[src/rtl/fwd_pkg.sv]
// Shared definitions for the forwarding/hazard tracker: operand-mux select codes
// and the per-stage tracking slot record.
package fwd_pkg;

    localparam int REG_AW_DEFAULT = 5;

    // Order matches the EX-stage 3:1 operand mux inputs data0/data1/data2.
    localparam logic [1:0] FWD_RF  = 2'd0;
    localparam logic [1:0] FWD_MEM = 2'd1;
    localparam logic [1:0] FWD_WB  = 2'd2;

    typedef struct packed {
        logic                      valid;
        logic [REG_AW_DEFAULT-1:0] rs;
        logic [REG_AW_DEFAULT-1:0] rt;
        logic [REG_AW_DEFAULT-1:0] dst;
        logic                      regwrite;
        logic                      memread;
    } slot_t;

    localparam slot_t SLOT_BUBBLE = '0;

endpackage

[src/rtl/fwd_cmp.sv]
// Compares one EX-stage source register against the MEM and WB slots and
// returns the operand mux select; the newer MEM result wins over WB.
module fwd_cmp
    import fwd_pkg::*;
(
    input  logic                      ex_valid,
    input  logic [REG_AW_DEFAULT-1:0] src,
    input  slot_t                     mem_slot,
    input  slot_t                     wb_slot,
    output logic [1:0]                sel
);

    logic mem_hit;
    logic wb_hit;

    assign mem_hit = mem_slot.valid && mem_slot.regwrite && (mem_slot.dst == src);
    assign wb_hit  = wb_slot.valid  && wb_slot.regwrite  && (wb_slot.dst  == src);

    // $0 is hard-wired zero, so it is always read from the register file.
    always_comb begin
        sel = FWD_RF;
        if (ex_valid && (src != '0)) begin
            if (mem_hit) begin
                sel = FWD_MEM;
            end else if (wb_hit) begin
                sel = FWD_WB;
            end
        end
    end

endmodule

[src/rtl/fwd_sel_tracker.sv]
// Shadows the EX/MEM/WB pipeline registers to drive the EX operand forwarding
// selects and the load-use stall for a classic 5-stage pipeline.
module fwd_sel_tracker
    import fwd_pkg::*;
#(
    parameter int REG_AW = REG_AW_DEFAULT
) (
    input  logic              clk_i,
    input  logic              rst_i,
    input  logic              id_valid_i,
    input  logic [REG_AW-1:0] id_rs_i,
    input  logic [REG_AW-1:0] id_rt_i,
    input  logic [REG_AW-1:0] id_dst_i,
    input  logic              id_regwrite_i,
    input  logic              id_memread_i,
    input  logic              flush_i,
    output logic [1:0]        fwd_a_sel_o,
    output logic [1:0]        fwd_b_sel_o,
    output logic              stall_o
);

    slot_t ex_q;
    slot_t mem_q;
    slot_t wb_q;
    slot_t id_slot;
    logic  load_use;
    logic  ex_bubble;

    always_comb begin
        id_slot          = SLOT_BUBBLE;
        id_slot.valid    = 1'b1;
        id_slot.rs       = id_rs_i;
        id_slot.rt       = id_rt_i;
        id_slot.dst      = id_dst_i;
        id_slot.regwrite = id_regwrite_i;
        id_slot.memread  = id_memread_i;
    end

    // Back-pressure contract: stall_o is the only flow-control signal. While it
    // is high the upstream stages hold PC and IF/ID, so the same ID instruction
    // is presented again next cycle; this block inserts a bubble into EX meanwhile.
    assign load_use = ex_q.valid && ex_q.memread && (ex_q.dst != '0) && id_valid_i &&
                      ((ex_q.dst == id_rs_i) || (ex_q.dst == id_rt_i));

    assign ex_bubble = load_use || flush_i || !id_valid_i;
    assign stall_o   = load_use;

    always_ff @(posedge clk_i) begin
        if (rst_i) begin
            ex_q  <= SLOT_BUBBLE;
            mem_q <= SLOT_BUBBLE;
            wb_q  <= SLOT_BUBBLE;
        end else begin
            wb_q  <= mem_q;
            mem_q <= ex_q;
            ex_q  <= ex_bubble ? SLOT_BUBBLE : id_slot;
        end
    end

    fwd_cmp u_cmp_a (
        .ex_valid (ex_q.valid),
        .src      (ex_q.rs),
        .mem_slot (mem_q),
        .wb_slot  (wb_q),
        .sel      (fwd_a_sel_o)
    );

    fwd_cmp u_cmp_b (
        .ex_valid (ex_q.valid),
        .src      (ex_q.rt),
        .mem_slot (mem_q),
        .wb_slot  (wb_q),
        .sel      (fwd_b_sel_o)
    );

endmodule

[config.mk]
export PLATFORM = sky130hd
export DESIGN_NAME = fwd_sel_tracker
export DESIGN_NICKNAME = d
export VERILOG_FILES = /design/src/rtl/fwd_pkg.sv /design/src/rtl/fwd_cmp.sv /design/src/rtl/fwd_sel_tracker.sv
export SDC_FILE = /design/constraint.sdc
export NUM_CORES = 1
export LEC_CHECK = 0
export BUFFER_PORTS_ARGS = -buffer_cell sky130_fd_sc_hd__buf_2
export CAP_MARGIN = 20
export CORE_UTILIZATION = 50
export DETAILED_ROUTE_END_ITERATION = 8
export PLACE_DENSITY = 0.73
export SYNTH_ARGS = -nofsm -noshare
export SYNTH_HDL_FRONTEND = slang
export SYNTH_SLANG_ARGS = --single-unit
export TNS_END_PERCENT = 30
[constraint.sdc]
create_clock -name clk_i -period 2.03 [get_ports clk_i]
set_input_delay 0.406 -clock clk_i [delete_from_list [all_inputs] [get_ports clk_i]]
set_output_delay 0.406 -clock clk_i [all_outputs]
set_load 0.005 [all_outputs]
==> flow_metrics.env, run 1 <==
export IMPL_final_setup_tns_ns=0
export IMPL_hold_depth=3
export IMPL_finish_instance_area_sq_um=1650
export IMPL_rsz0062_at_grt="true"
export IMPL_maxSlewViolCount=0
export IMPL_grt_usage_pct=22.0
export IMPL_finalCritPeriodShare_pct=99.5
export IMPL_antenna_left=0
export IMPL_holdBufCountCts=0
export IMPL_io_pins=26
export IMPL_pre_cts_ws_ns=0.329
export IMPL_cts_sinks=32
export IMPL_root_buffer="clkbuf_4"
export IMPL_seq_area_sq_um=657
export IMPL_syn_avg_cell_area_sq_um=9.48
export IMPL_dieArea_sq_um=2980
export IMPL_antenna_found_initial=0
export IMPL_synth_top_cell_by_area="dfxtp_1"
export IMPL_placed_cell_area_sq_um=1540
export IMPL_via_per_inst=5.18
export IMPL_drt_iter0_drc=25
export IMPL_reg2reg_from="ex_q[2]$_SDFF_PP0_"
export IMPL_setup_ws_ns=0.0101
export IMPL_clock_latency_ns=0.33
export IMPL_multi_input_area_sq_um=724
export IMPL_cts_max_level=2
export IMPL_cts_path_max_buffers=2
export IMPL_die_h_um=54.6
export IMPL_ir_drop_mv=0.565
export IMPL_max_freq_mhz=495
export IMPL_grt_max_degree=19
export IMPL_synthDominantCellAreaShare_pct=46.3
export IMPL_netlist_area_sq_um=1380
export IMPL_drc=0
export IMPL_grt_pass1_wl_um=4420
export IMPL_port_buffer_count=25
export IMPL_core_area_sq_um=2540
export IMPL_synth_cell_type_count=24
export IMPL_synthTopCellsByArea="dfxtp_1, xnor2_1, nor2b_1, nand3_1, a21oi_1"
export IMPL_ys_ff_latch=32
export IMPL_status="finished clean"
export IMPL_clk_pin_slew_ns=0.09
export IMPL_hold_path_startpoint="id_dst_i[2]"
export IMPL_p_per_area_nw_per_um2=660
export IMPL_finClkSkew_ns=0.00140
export IMPL_rows=18
export IMPL_grt_pass1_vias=1005
export IMPL_holdWs_ns=0.282
export IMPL_finalCriticalPeriod_ns=2.02
export IMPL_worst_slew_pin_slew_ns=0.283
export IMPL_yosys_warnings=0
export IMPL_dp_hpwl_um=2090
export IMPL_setup_viol=0
export IMPL_max_cap_violations=0
export IMPL_globalplace_congestion=0.819
export IMPL_drt_pass1_iterations=4
export IMPL_hold_viol=0
export IMPL_crit_start="ex_q[13]$_SDFF_PP0_"
export IMPL_initial_utilization_pct=54.4
export IMPL_end_kind="output pin"
export IMPL_path_class="flop to output pin"
export IMPL_cp_start_kind="flop"
export IMPL_yosysSeqAreaShare_pct=46.3
export IMPL_synth_fp_nets=167
export IMPL_finalWirelength_um=2800
export IMPL_overflow=0
export IMPL_cp_max_fo=2
export IMPL_nets=199
export IMPL_hp_class="input port to flop"
export IMPL_rr_worst_depth=5
export IMPL_relSlewSlack_pct=81.1
export IMPL_nFillCells=222
export IMPL_antenna_cells=0
export IMPL_syn_inst=146
export IMPL_cts_made_buffers=5
export IMPL_syn2layout_area_growth_pct=19.5
export IMPL_cts_tree="built"
export IMPL_cp_arrival_ns=1.61
export IMPL_drive_gt1_share_pct=30.3
export IMPL_avgRoutedWirePerCell_um=13.4
export IMPL_power_leakage_nw=0.647
export IMPL_required_ns=1.62
export IMPL_die_w_um=54.6
export IMPL_dr_total_vias=1078
## cell families after synthesis
family / share of synthesized area (%)
xor+xnor: 19.0
simple gates: 19.4
flops: 46.3
compound gates: 11.4
buf+inv: 3.89
## through the flow
| step | cells | utilization [%] | power [mW] |
|---|---|---|---|
| after floorplan | 146 | - | 0.737 |
| after global placement | 199 | 60.6 | 0.773 |
| after detailed placement | 199 | 60.6 | 0.777 |
| after CTS | 208 | 63.3 | 1.10 |
| after global routing | 208 | 65.0 | 1.14 |
| final | 208 | 65.0 | 1.09 |
## area by class of cell
class	instances	share of cell area, %
multi-input cells	102	43.8
flip-flops and latches	32	39.7
repair buffers	30	9.83
clock buffers	6	2.50
well taps	30	2.27
inverters	7	1.59
clock inverters	1	0.303
## final timing paths
check                         to  slack (ns)
min           ex_q[4]$_SDFF_PP0_        0.28
max reg2reg  ex_q[10]$_SDFF_PP0_        0.64
max               fwd_a_sel_o[1]        0.01
min reg2reg  mem_q[1]$_SDFF_PP0_        0.44
## cells in the mapped netlist (all sizes together)
cell     n
dfxtp   32
xnor2   27
nand3   14
nor2b   14
a21oi   12
a211oi   7
inv      7
nand2    5
nand4    4
nor3     4
clkbuf   3
xor2     3
buf      2
nor2     2
nor4     2
o21ai    2
or4      2
and2     1
o21a     1
o22ai    1
or3      1
## worst max-delay path, stage by stage (launching register included)
cell     delay, ns
dfxtp_2       0.33
or4_4         0.53
o21ai_2       0.15
nor4_1        0.06
o21a_1        0.10
buf_2         0.12
## sequential cells by signal, summed over array words and instances, names as in the netlist
| signal | cells |
|---|---|
| ex_q | 18 |
| mem_q | 7 |
| wb_q | 7 |
## routing by layer
metal | wire, um | track usage, %
met1 | 1220 | 23.9
met2 | 1400 | 38.2
met3 | 107 | 4.44
met4 | 67 | 14.5
met5 | 0 | 0
## repair_timing
item / in CTS / in global routing
endpoints found under the hold margin: 0 / 0
buffers inserted: 2 / 0
pin swaps: 3 / 3
gates cloned: 0 / 0
endpoints found under the setup margin: 3 / 3
gates resized for setup: 5 / 13
## where the power goes
part / switching, mW / total [mW] / internal [mW]
clock network: 0.197 / 0.324 / 0.127
registers: 0.0158 / 0.656 / 0.640
logic: 0.0549 / 0.112 / 0.0568
## cells in the final DEF (no fill, tap or decap), types with 4 or more instances in the layout
cell | synthesis | routed
buf_2 | 1 | 25
xnor2_1 | 27 | 24
dfxtp_1 | 32 | 23
nand3_1 | 14 | 14
nor2b_1 | 14 | 14
a21oi_1 | 11 | 11
inv_1 | 7 | 7
a211oi_1 | 7 | 7
dfxtp_2 | 0 | 7
nand2_1 | 5 | 5
clkbuf_4 | 0 | 5
buf_4 | 0 | 5
nand4_1 | 4 | 4
Power figures use the tool's default switching activity.
==> run 2: changes to the inputs <==
--- a/config.mk
+++ b/config.mk
@@ -7,9 +7,12 @@
 export LEC_CHECK = 0
 export BUFFER_PORTS_ARGS = -buffer_cell sky130_fd_sc_hd__buf_2
 export CAP_MARGIN = 20
+export CORE_ASPECT_RATIO = 2
 export CORE_UTILIZATION = 50
+export CTS_CLUSTER_SIZE = 10
 export DETAILED_ROUTE_END_ITERATION = 8
 export PLACE_DENSITY = 0.73
+export RECOVER_POWER = 25
 export SYNTH_ARGS = -nofsm -noshare
 export SYNTH_HDL_FRONTEND = slang
 export SYNTH_SLANG_ARGS = --single-unit
==> flow_metrics.env, run 2 (same netlist as run 1, synthesis figures left out) <==
export IMPL_status="finished clean"
export IMPL_port_buffer_count=25
export IMPL_power_leakage_nw=0.653
export IMPL_cts_setup_buffers=0
export IMPL_cts_made_buffers=5
export IMPL_root_buffer="clkbuf_8"
export IMPL_drt_iter0_drc=20
export IMPL_cp_arrival_ns=1.61
export IMPL_relSlewSlack_pct=57.8
export IMPL_max_cap_violations=0
export IMPL_finalWirelength_um=3200
export IMPL_setup_viol=0
export IMPL_ir_drop_mv=0.611
export IMPL_core_area_sq_um=2600
export IMPL_top_register="ex_q"
export IMPL_nets=197
export IMPL_crit_chain="or4_4 > o21ai_4 > nor4_2 > o21a_1 > buf_2"
export IMPL_end_kind="output pin"
export IMPL_cts_sinks=32
export IMPL_grt_busiest_layer="met2"
export IMPL_drt_pass1_iterations=4
export IMPL_overflow=0
export IMPL_worst_slew_pin_slew_ns=0.633
export IMPL_drc=0
export IMPL_required_ns=1.62
export IMPL_antenna_cells=0
export IMPL_rsz0062_at_grt="true"
export IMPL_groute_layer_met3_usage_pct=6.12
export IMPL_cts_max_level=2
export IMPL_largest_reg_flops=18
export IMPL_globalplace_congestion=0.779
export IMPL_p_comb_share_pct=8.1
export IMPL_max_stage_delay_ns=0.55
export IMPL_cp_max_fo=3
export IMPL_p_per_area_nw_per_um2=819
export IMPL_syn2layout_area_growth_pct=20.6
export IMPL_dp_hpwl_um=2460
export IMPL_hold_viol=0
export IMPL_finalCritPeriodShare_pct=99.2
export IMPL_use_met1_pct=20.6
export IMPL_finalCriticalPeriod_ns=2.01
export IMPL_grt_usage_pct=25.7
export IMPL_p_total_mw=1.37
export IMPL_numPlacedInstances=197
export IMPL_reg2reg_from="ex_q[6]$_SDFF_PP0_"
export IMPL_grt_pass1_wl_um=5080
export IMPL_cts_tree="built"
export IMPL_cp_start_kind="flop"
export IMPL_power_frac_clock_pct=43.8
export IMPL_antenna_found_initial=0
export IMPL_cts_path_max_buffers=2
export IMPL_maxSlewViolCount=0
export IMPL_initial_utilization_pct=53.2
export IMPL_dieArea_sq_um=2990
export IMPL_hold_path_startpoint="id_dst_i[0]"
export IMPL_clk_pin_slew_ns=0.06
export IMPL_clock_latency_ns=0.29
export IMPL_grt_pass1_vias=1156
export IMPL_avgRoutedWirePerCell_um=15.6
export IMPL_met2_usage_pct=47.0
export IMPL_die_h_um=76.4
export IMPL_finish_cell_count_without_fillers=205
export IMPL_max_freq_mhz=497
export IMPL_critical_path_slowest_cell="or4_4"
export IMPL_dr_total_vias=1133
export IMPL_power_switching_uw=307
export IMPL_grt_max_degree=19
export IMPL_antenna_left=0
export IMPL_rows=26
export IMPL_final_common_cell="dfxtp_1"
export IMPL_via_per_inst=5.53
export IMPL_internal_power_mw=1.06
export IMPL_drive_gt1_share_pct=23.7
export IMPL_reg_top3="ex_q: 18 flops, mem_q: 7 flops, wb_q: 7 flops"
export IMPL_io_pins=26
export IMPL_die_w_um=39.2
export IMPL_path_class="flop to output pin"
export IMPL_holdWs_ns=0.333
export IMPL_finClkSkew_ns=0.00322
export IMPL_mostFrequentLayoutCells="dfxtp_1, xnor2_1, buf_2, nand3_1, nor2b_1"
export IMPL_p_seq_share_pct=48.1
export IMPL_crit_start="ex_q[15]$_SDFF_PP0_"
export IMPL_swShare_pct=22.5
export IMPL_hp_class="input port to flop"
[run 2: stage by stage]
stage / TNS [ns] / cell area, sq um / setup WS [ns] / util (%)
detailed placement: 0 / 1540 / 0.308 / 59.1
global route: -0.0376 / 1670 / -0.0376 / 64.1
global placement: 0 / 1540 / 0.363 / 59.1
floorplan: 0 / 1380 / 0.483 / -
finish: 0 / 1670 / 0.0162 / 64.1
CTS: 0 / 1650 / 0.00691 / 63.3
[run 2: area by class of cell]
| cell class | count | area (sq um) |
|---|---|---|
| inverter | 7 | 26.3 |
| multi-input combinational | 102 | 707 |
| sequential | 32 | 647 |
| clock buffer | 6 | 72.6 |
| clock inverter | 2 | 35.0 |
| tap | 28 | 35.0 |
| fill | 237 | 933 |
| timing repair buffer | 28 | 146 |
[run 2: what timing repair did]
action	in CTS	in global routing
pin swaps	0	3
endpoints found under the setup margin	1	1
gates resized for setup	1	7
hold buffers	0	0
[run 2: path summary, 6_finish.rpt]
check,endpoint,slack (ns),cells after the start
min reg2reg,mem_q[1]$_SDFF_PP0_,0.45,1
min,ex_q[2]$_SDFF_PP0_,0.33,3
max,fwd_a_sel_o[1],0.02,5
max reg2reg,ex_q[5]$_SDFF_PP0_,0.66,5
[run 2: per-layer routing]
layer	share of wire (%)	wire (um)	vias to the layer above
li1	-	-	557
met4	2.9	92	0
met5	0	0	-
met2	61	1960	34
met3	3.3	107	7
met1	33	1040	535
[run 2: power by group through the flow]
stage                     clock [mW]  combinational (mW)  sequential [mW]
after floorplan                    0              0.0701            0.667
after global placement             0               0.102            0.671
after detailed placement           0               0.108            0.671
after CTS                      0.608               0.109            0.657
after global routing           0.639               0.121            0.658
final                          0.598               0.111            0.657
[run 2: critical path, delay by kind of cell (launching register included)]
family          cells  cell delay, ns
simple gates        2            0.60
flops               1            0.34
compound gates      2            0.26
buf+inv             1            0.12
